--- src/rtl/alu_share_arbiter_if.sv ---
// Request/response bundle between two requesters, one consumer and the
// shared-ALU arbiter. The master side is the requesters plus the response
// consumer. The slave side is the arbiter itself.
interface alu_share_arbiter_if #(
    parameter int W     = 32,
    parameter int CNT_W = 16
) ();
    logic             req0_valid;
    logic             req0_ready;
    logic [2:0]       req0_op;
    logic [W-1:0]     req0_a;
    logic [W-1:0]     req0_b;

    logic             req1_valid;
    logic             req1_ready;
    logic [2:0]       req1_op;
    logic [W-1:0]     req1_a;
    logic [W-1:0]     req1_b;

    logic             resp_valid;
    logic             resp_ready;
    logic             resp_id;
    logic [W-1:0]     resp_result;
    logic             resp_zero;
    logic             resp_sign;
    logic             resp_err;

    logic [CNT_W-1:0] conflict_cnt;

    modport master (
        output req0_valid, req0_op, req0_a, req0_b,
        output req1_valid, req1_op, req1_a, req1_b,
        output resp_ready,
        input  req0_ready, req1_ready,
        input  resp_valid, resp_id, resp_result, resp_zero, resp_sign, resp_err,
        input  conflict_cnt
    );

    modport slave (
        input  req0_valid, req0_op, req0_a, req0_b,
        input  req1_valid, req1_op, req1_a, req1_b,
        input  resp_ready,
        output req0_ready, req1_ready,
        output resp_valid, resp_id, resp_result, resp_zero, resp_sign, resp_err,
        output conflict_cnt
    );
endinterface

--- src/rtl/alu_share_arbiter.sv ---
// Shared-ALU arbiter: two valid/ready requesters take round-robin turns at
// one combinational ALU. Each accepted result lands in a single registered
// response slot, tagged with the id of the requester that issued it.

// Combinational ALU: add, sub, and, or, sll (B << A), signed slt.
module ALU #(
    parameter int W = 32
) (
    input  logic [2:0]   aluOp,
    input  logic [W-1:0] A,
    input  logic [W-1:0] B,
    output logic [W-1:0] Result,
    output logic         Zero,
    output logic         Sign
);
    localparam int SHW = $clog2(W);

    // Compute the result for the selected op and derive its flags.
    always_comb begin
        Result = '0;
        case (aluOp)
            3'd0:    Result = A + B;
            3'd1:    Result = A - B;
            3'd2:    Result = A & B;
            3'd3:    Result = A | B;
            3'd4:    Result = (A >= W) ? '0 : (B << A[SHW-1:0]);
            3'd5:    Result = {{(W-1){1'b0}}, ($signed(A) < $signed(B))};
            default: Result = '0;
        endcase
        Zero = (Result == '0);
        Sign = Result[W-1];
    end
endmodule

module alu_share_arbiter #(
    parameter int W     = 32,
    parameter int CNT_W = 16
) (
    input  logic                CLK,
    input  logic                Reset,
    alu_share_arbiter_if.slave  bus
);
    // Records which requester won the most recent accepted transfer.
    typedef enum logic {
        LAST_REQ0 = 1'b0,
        LAST_REQ1 = 1'b1
    } last_grant_e;

    localparam logic [CNT_W-1:0] CNT_MAX = {CNT_W{1'b1}};

    last_grant_e      lastGrant_q, lastGrant_d;
    logic             respValid_q, respValid_d;
    logic             respId_q, respId_d;
    logic [W-1:0]     respResult_q, respResult_d;
    logic             respZero_q, respZero_d;
    logic             respSign_q, respSign_d;
    logic             respErr_q, respErr_d;
    logic [CNT_W-1:0] conflictCnt_q, conflictCnt_d;

    logic             canAccept;
    logic             grant0;
    logic             grant1;
    logic             ready0;
    logic             ready1;
    logic             accept;
    logic             opIllegal;
    logic [2:0]       aluOp;
    logic [W-1:0]     aluA;
    logic [W-1:0]     aluB;
    logic [W-1:0]     aluResult;
    logic             aluZero;
    logic             aluSign;

    // Round-robin grant and ready. Only the valids, last grant and the
    // response slot matter, so ready never looks at the ungranted op.
    always_comb begin
        canAccept = !respValid_q || bus.resp_ready;
        grant0    = bus.req0_valid && (!bus.req1_valid || (lastGrant_q == LAST_REQ1));
        grant1    = bus.req1_valid && (!bus.req0_valid || (lastGrant_q == LAST_REQ0));
        ready0    = !Reset && canAccept && grant0;
        ready1    = !Reset && canAccept && grant1;
        accept    = ready0 || ready1;
    end

    // Steer the granted requester into the ALU. Requester 0 is the idle default.
    always_comb begin
        aluOp = bus.req0_op;
        aluA  = bus.req0_a;
        aluB  = bus.req0_b;
        if (grant1) begin
            aluOp = bus.req1_op;
            aluA  = bus.req1_a;
            aluB  = bus.req1_b;
        end
        opIllegal = aluOp[2] && aluOp[1];
    end

    ALU #(.W(W)) u_alu (
        .aluOp  (aluOp),
        .A      (aluA),
        .B      (aluB),
        .Result (aluResult),
        .Zero   (aluZero),
        .Sign   (aluSign)
    );

    // Next state of the response slot, the last grant and the conflict counter.
    always_comb begin
        lastGrant_d   = lastGrant_q;
        respValid_d   = respValid_q;
        respId_d      = respId_q;
        respResult_d  = respResult_q;
        respZero_d    = respZero_q;
        respSign_d    = respSign_q;
        respErr_d     = respErr_q;
        conflictCnt_d = conflictCnt_q;

        if (accept) begin
            lastGrant_d = ready1 ? LAST_REQ1 : LAST_REQ0;
            respValid_d = 1'b1;
            respId_d    = ready1;
            if (opIllegal) begin
                respResult_d = '0;
                respZero_d   = 1'b1;
                respSign_d   = 1'b0;
                respErr_d    = 1'b1;
            end else begin
                respResult_d = aluResult;
                respZero_d   = aluZero;
                respSign_d   = aluSign;
                respErr_d    = 1'b0;
            end
        end else if (respValid_q && bus.resp_ready) begin
            respValid_d = 1'b0;
        end

        if (bus.req0_valid && bus.req1_valid && (conflictCnt_q != CNT_MAX)) begin
            conflictCnt_d = conflictCnt_q + 1'b1;
        end
    end

    // State registers with synchronous reset; requester 0 wins the first conflict.
    always_ff @(posedge CLK) begin
        if (Reset) begin
            lastGrant_q   <= LAST_REQ1;
            respValid_q   <= 1'b0;
            respId_q      <= 1'b0;
            respResult_q  <= '0;
            respZero_q    <= 1'b0;
            respSign_q    <= 1'b0;
            respErr_q     <= 1'b0;
            conflictCnt_q <= '0;
        end else begin
            lastGrant_q   <= lastGrant_d;
            respValid_q   <= respValid_d;
            respId_q      <= respId_d;
            respResult_q  <= respResult_d;
            respZero_q    <= respZero_d;
            respSign_q    <= respSign_d;
            respErr_q     <= respErr_d;
            conflictCnt_q <= conflictCnt_d;
        end
    end

    assign bus.req0_ready   = ready0;
    assign bus.req1_ready   = ready1;
    assign bus.resp_valid   = respValid_q;
    assign bus.resp_id      = respId_q;
    assign bus.resp_result  = respResult_q;
    assign bus.resp_zero    = respZero_q;
    assign bus.resp_sign    = respSign_q;
    assign bus.resp_err     = respErr_q;
    assign bus.conflict_cnt = conflictCnt_q;
endmodule

--- src/flat_wrapper.sv ---
// flat-port wrapper written by rule: the top's interface ports become plain ports
module alu_share_arbiter_flat 
#(
    parameter int W     = 32,
    parameter int CNT_W = 16
)
  (CLK, Reset, bus_req0_valid, bus_req0_op, bus_req0_a, bus_req0_b, bus_req1_valid, bus_req1_op, bus_req1_a, bus_req1_b, bus_resp_ready, bus_req0_ready, bus_req1_ready, bus_resp_valid, bus_resp_id, bus_resp_result, bus_resp_zero, bus_resp_sign, bus_resp_err, bus_conflict_cnt);
  alu_share_arbiter_if #(.W(W), .CNT_W(CNT_W)) bus_i ();
  input  logic CLK;
  input  logic Reset;
  input wire logic [$bits(bus_i.req0_valid)-1:0] bus_req0_valid;
  input wire logic [$bits(bus_i.req0_op)-1:0] bus_req0_op;
  input wire logic [$bits(bus_i.req0_a)-1:0] bus_req0_a;
  input wire logic [$bits(bus_i.req0_b)-1:0] bus_req0_b;
  input wire logic [$bits(bus_i.req1_valid)-1:0] bus_req1_valid;
  input wire logic [$bits(bus_i.req1_op)-1:0] bus_req1_op;
  input wire logic [$bits(bus_i.req1_a)-1:0] bus_req1_a;
  input wire logic [$bits(bus_i.req1_b)-1:0] bus_req1_b;
  input wire logic [$bits(bus_i.resp_ready)-1:0] bus_resp_ready;
  output wire logic [$bits(bus_i.req0_ready)-1:0] bus_req0_ready;
  output wire logic [$bits(bus_i.req1_ready)-1:0] bus_req1_ready;
  output wire logic [$bits(bus_i.resp_valid)-1:0] bus_resp_valid;
  output wire logic [$bits(bus_i.resp_id)-1:0] bus_resp_id;
  output wire logic [$bits(bus_i.resp_result)-1:0] bus_resp_result;
  output wire logic [$bits(bus_i.resp_zero)-1:0] bus_resp_zero;
  output wire logic [$bits(bus_i.resp_sign)-1:0] bus_resp_sign;
  output wire logic [$bits(bus_i.resp_err)-1:0] bus_resp_err;
  output wire logic [$bits(bus_i.conflict_cnt)-1:0] bus_conflict_cnt;
  assign bus_i.req0_valid = bus_req0_valid;
  assign bus_i.req0_op = bus_req0_op;
  assign bus_i.req0_a = bus_req0_a;
  assign bus_i.req0_b = bus_req0_b;
  assign bus_i.req1_valid = bus_req1_valid;
  assign bus_i.req1_op = bus_req1_op;
  assign bus_i.req1_a = bus_req1_a;
  assign bus_i.req1_b = bus_req1_b;
  assign bus_i.resp_ready = bus_resp_ready;
  assign bus_req0_ready = bus_i.req0_ready;
  assign bus_req1_ready = bus_i.req1_ready;
  assign bus_resp_valid = bus_i.resp_valid;
  assign bus_resp_id = bus_i.resp_id;
  assign bus_resp_result = bus_i.resp_result;
  assign bus_resp_zero = bus_i.resp_zero;
  assign bus_resp_sign = bus_i.resp_sign;
  assign bus_resp_err = bus_i.resp_err;
  assign bus_conflict_cnt = bus_i.conflict_cnt;
  alu_share_arbiter #(.W(W), .CNT_W(CNT_W)) u_core (.CLK(CLK), .Reset(Reset), .bus(bus_i));
endmodule
--- config.mk ---
export PLATFORM = sky130hd
export DESIGN_NAME = alu_share_arbiter_flat
export DESIGN_NICKNAME = d
export VERILOG_FILES = /design/src/rtl/alu_share_arbiter_if.sv /design/src/rtl/alu_share_arbiter.sv /design/src/flat_wrapper.sv
export SDC_FILE = /design/constraint.sdc
export NUM_CORES = 1
export LEC_CHECK = 0
export CORE_AREA = 2 2 139 276
export DETAILED_ROUTE_END_ITERATION = 7
export DIE_AREA = 0 0 141 278
export PLACE_DENSITY = 0.62
export SLEW_MARGIN = 10
export SYNTH_ARGS = -nofsm -noshare
export SYNTH_HDL_FRONTEND = slang
export SYNTH_SLANG_ARGS = --single-unit
--- constraint.sdc ---
create_clock -name CLK -period 8.4 [get_ports CLK]
set_input_delay 1.68 -clock CLK [delete_from_list [all_inputs] [get_ports CLK]]
set_output_delay 1.68 -clock CLK [all_outputs]
set_load 0.01 [all_outputs]
==> summary.txt <==
Status
  – Status: finished, final reports clean

Pwr
  – Clock power frac: 12.4%
  – Pwr Total: 1.66 mW
  – Power Density: 122 nW/um2
  – Switch share: 51.3%
  – Worst VDD drop: 0.0788 mV
  – Internal: 810 uW
  – Sw Pwr: 854 uW
  – Sequential power share: 16.7%
  – Combinational power share: 70.8%
  – LEAKAGE: 5.83 nW

CTS
  – Clk_lat worst skew: 0.30 ns
  – Clock sink count: 53
  – Root Buffer: clkbuf_16
  – Num CTS Buffers: 5
  – # Post-CTS Setup Buffers: 0
  – Clock Pin Slew Worst Setup and Hold Paths: 0.07 ns
  – H-tree depth: 2
  – CTS tree: yes
  – Max clock buf depth: 2
  – Resized Gates After CTS: 0
  – Hold_buf cts: 0

Yosys
  – Post-Syn Nets: 1901
  – Synth Area in Adders: 11.7%
  – Synth Area in Compound Gates: 27.6%
  – Post-synthesis instance total: 1657
  – Post-synthesis area per instance: 6.85 um2
  – Synth top area cells: ha_1, nand2_1, dfxtp_1, mux2i_1, nor2_1
  – Post-synthesis mux area share: 15.2%
  – Post-synthesis cell type count: 94
  – Number of synthesized register bits: 53
  – Yosys top cell area share: 11.4%
  – Largest family of logic cells by synthesized area: compound AO/OA/AOI/OAI gates
  – Post-Synth XOR/XNOR Area: 1.70%
  – Sequential area share after synthesis: 9.35%
  – Async set-reset flop share out of synthesis: 0%
  – Post-synthesis simple-gate area fraction: 26.4%
  – Top cell type by total area after synthesis: ha_1
  – Yosys warns: 0
  – Post-synth EDFFs: 0
  – Mapped Area: 11300 um2
  – Most used flip-flop cell after synthesis: dfxtp_1

Timing
  – Setup ws final: 1.30 ns
  – Sum Neg Setup Slack: 0 ns
  – Setup Skew: 0.00555 ns
  – Final min period: 7.10 ns
  – Final Hold Fails: 0
  – Fmax: 0.141 GHz
  – RSZ-0062 raised after global routing: no
  – Final period utilization: 84.5%
  – Slew @ Worst Pin: 1.32 ns
  – Setup violations, final: 0
  – Slew margin rel.: 10.9%
  – Final Max Slew Viols: 0

Placement
  – Number of instances in the placed design: 2223
  – Final HPWL DP: 44.7 mm
  – Dpl ws: 1.11 ns
  – GP Congestion: 1.06
  – Port Buffers: 193

Cells and area
  – Register Area: 1060 um2
  – Layout Nets: 2015
  – Inserted Diodes: 0
  – Layout cells sized above 1: 6.15%
  – Layout area overhead: 20.6%
  – Core Util, Final: 36.8%
  – Multi-input gate area: 9400 um2
  – Fillcell total: 3942
  – Final Non-Filler Cells: 2231

Global routing
  – First-pass GRT wire length: 80.0 mm
  – All-Layer GR Usage: 26.5%
  – Gr ovfl total: 0
  – Vias in the first global route: 13400
  – Largest net degree at the start of global routing: 54
  – Initial antenna violation count: 0

Critical path
  – Worst Path Required: 8.65 ns
  – R2r setup slk: 2.97 ns
  – Critical path class: in -> reg
  – Worst-path fanout max: 31
  – CP arrival: 7.34 ns
  – Startpoint types: input pin
  – CP endpoint kind: register

Routing
  – WL final: 54.0 mm
  – DRT iter0 DRCs: 1075
  – Vias per cell: 6.07
  – DRT Pass-1 Iters: 6
  – Vias: 13500
  – DR WL/cell: 24.2 um
  – Remaining antenna violation count: 0
  – DRC violations left: 0

Die
  – Overall die height: 278 um
  – Die Area: 39200 um2
  – I/O Pins: 194
  – Initial core utilization: 30.5%
  – Die X: 141 um
  – Core Box Area: 37200 um2
  – Num rows: 100

Run
  – Max Cap Viol: 0

Hold path
  – Worst hold path class: reg -> reg
==> sequential cells by signal (all words and copies together) (netlist names) <==
name and cells:
u_core.bus.resp_sign 1, u_core.bus.resp_result 31, u_core.bus.resp_id 1, u_core.bus.resp_err 1, u_core.bus.resp_valid 1, u_core.lastGrant_q 1, u_core.bus.resp_zero 1, u_core.bus.conflict_cnt 16
==> cells in the mapped netlist (18+ instances only) <==
cell / number
nand2_1: 321
nor2_1: 150
a21oi_1: 110
inv_1: 104
ha_1: 103
mux2i_1: 102
clkbuf_1: 63
o21ai_0: 63
dfxtp_1: 53
a211oi_1: 49
nor3_1: 38
nand3_1: 31
buf_2: 26
nor4_1: 26
o31ai_1: 20
and3_1: 19
nand4_1: 19
a31oi_1: 18
mux4_2: 18
==> power by group through the flow <==
stage               combinational [mW]  sequential (mW)  clock [mW]
floorplan                        0.734            0.289           0
global route                      1.26            0.280       0.221
CTS                               1.15            0.278       0.212
finish                            1.18            0.278       0.207
global placement                  1.15            0.283           0
detailed placement                1.15            0.284           0
==> logic make-up (layout without fill, tap and decap cells) <==
logic type               after synthesis  count (layout)
flip-flops                            53              53
adder cells (fa/ha/maj)              105             105
XOR/XNOR                              22              22
AO/OA/AOI/OAI                        444             444
multiplexers                         143             143
buffers and inverters                216             331
AND/OR/NAND/NOR                      674             674
==> cell usage in the layout, fill, tap and decap left out, types with 6 or more instances in the layout <==
cell type / instances
a221o_1: 13
nor3_1: 37
clkdlybuf4s50_1: 190
and3_1: 19
nand4_1: 19
xor2_1: 10
nand3_1: 31
ha_1: 103
buf_4: 21
a211o_1: 8
inv_1: 104
mux2_2: 14
mux2i_1: 102
a221oi_1: 14
or3_1: 11
a22oi_1: 7
and2_1: 10
o41ai_1: 6
o21bai_1: 11
o221ai_1: 13
nand2b_1: 11
o21ai_0: 63
a21oi_1: 110
nor4_1: 25
xnor2_1: 12
o211ai_1: 17
nor2_1: 150
a21o_1: 12
o31ai_1: 20
o21a_1: 10
a31oi_1: 18
dfxtp_1: 53
mux4_2: 18
a211oi_1: 49
nor2b_1: 14
nand2_1: 321
==> cell type report <==
class                   count  area share [%]
flip-flops and latches     53            7.75
clock buffers               5           0.914
well taps                 459            4.20
clock inverters             3           0.165
multi-input cells        1388            68.7
repair buffers            215            15.3
inverters                 108            2.96
==> per-stage QoR <==
stage	hold slack, ns	cell area (um2)
after floorplan	0.481	11300
after global placement	0.446	13500
after detailed placement	0.449	13500
after CTS	0.459	13700
after global routing	0.469	13700
final	0.455	13700
==> final timing paths <==
kind                                                 start                    endpoint  depth (start not counted)
worst min-delay path            u_core.bus.resp_result[17]  u_core.bus.resp_result[17]                          2
worst max-delay path                        bus_req0_valid        u_core.bus.resp_zero                         17
worst max register to register          u_core.lastGrant_q        u_core.bus.resp_zero                         16
worst min register to register  u_core.bus.resp_result[17]  u_core.bus.resp_result[17]                          2
==> metal layers <==
metal | vias to the layer above | track usage (%) | part of all wire, %
met4 | 0 | 23.5 | 11
met1 | 6359 | 27.0 | 34
met3 | 240 | 2.79 | 5.8
met2 | 718 | 47.1 | 49
li1 | 6215 | - | -
met5 | - | 0 | 0
==> worst max-delay path: stages <==
cell,delay (ns)
clkdlybuf4s50_1,0.58
a21boi_4,0.48
buf_4,0.45
buf_4,0.32
nand2_1,0.09
nand2_1,0.14
ha_1,0.35
o31ai_1,0.77
a21oi_1,0.23
a221oi_1,0.29
o211ai_1,0.22
nor4_1,0.49
nand4_1,0.23
nor4_1,0.48
nand4_1,0.18
nor3_2,0.18
a31o_1,0.15
Note: power is estimated with default switching activity, not from simulation.
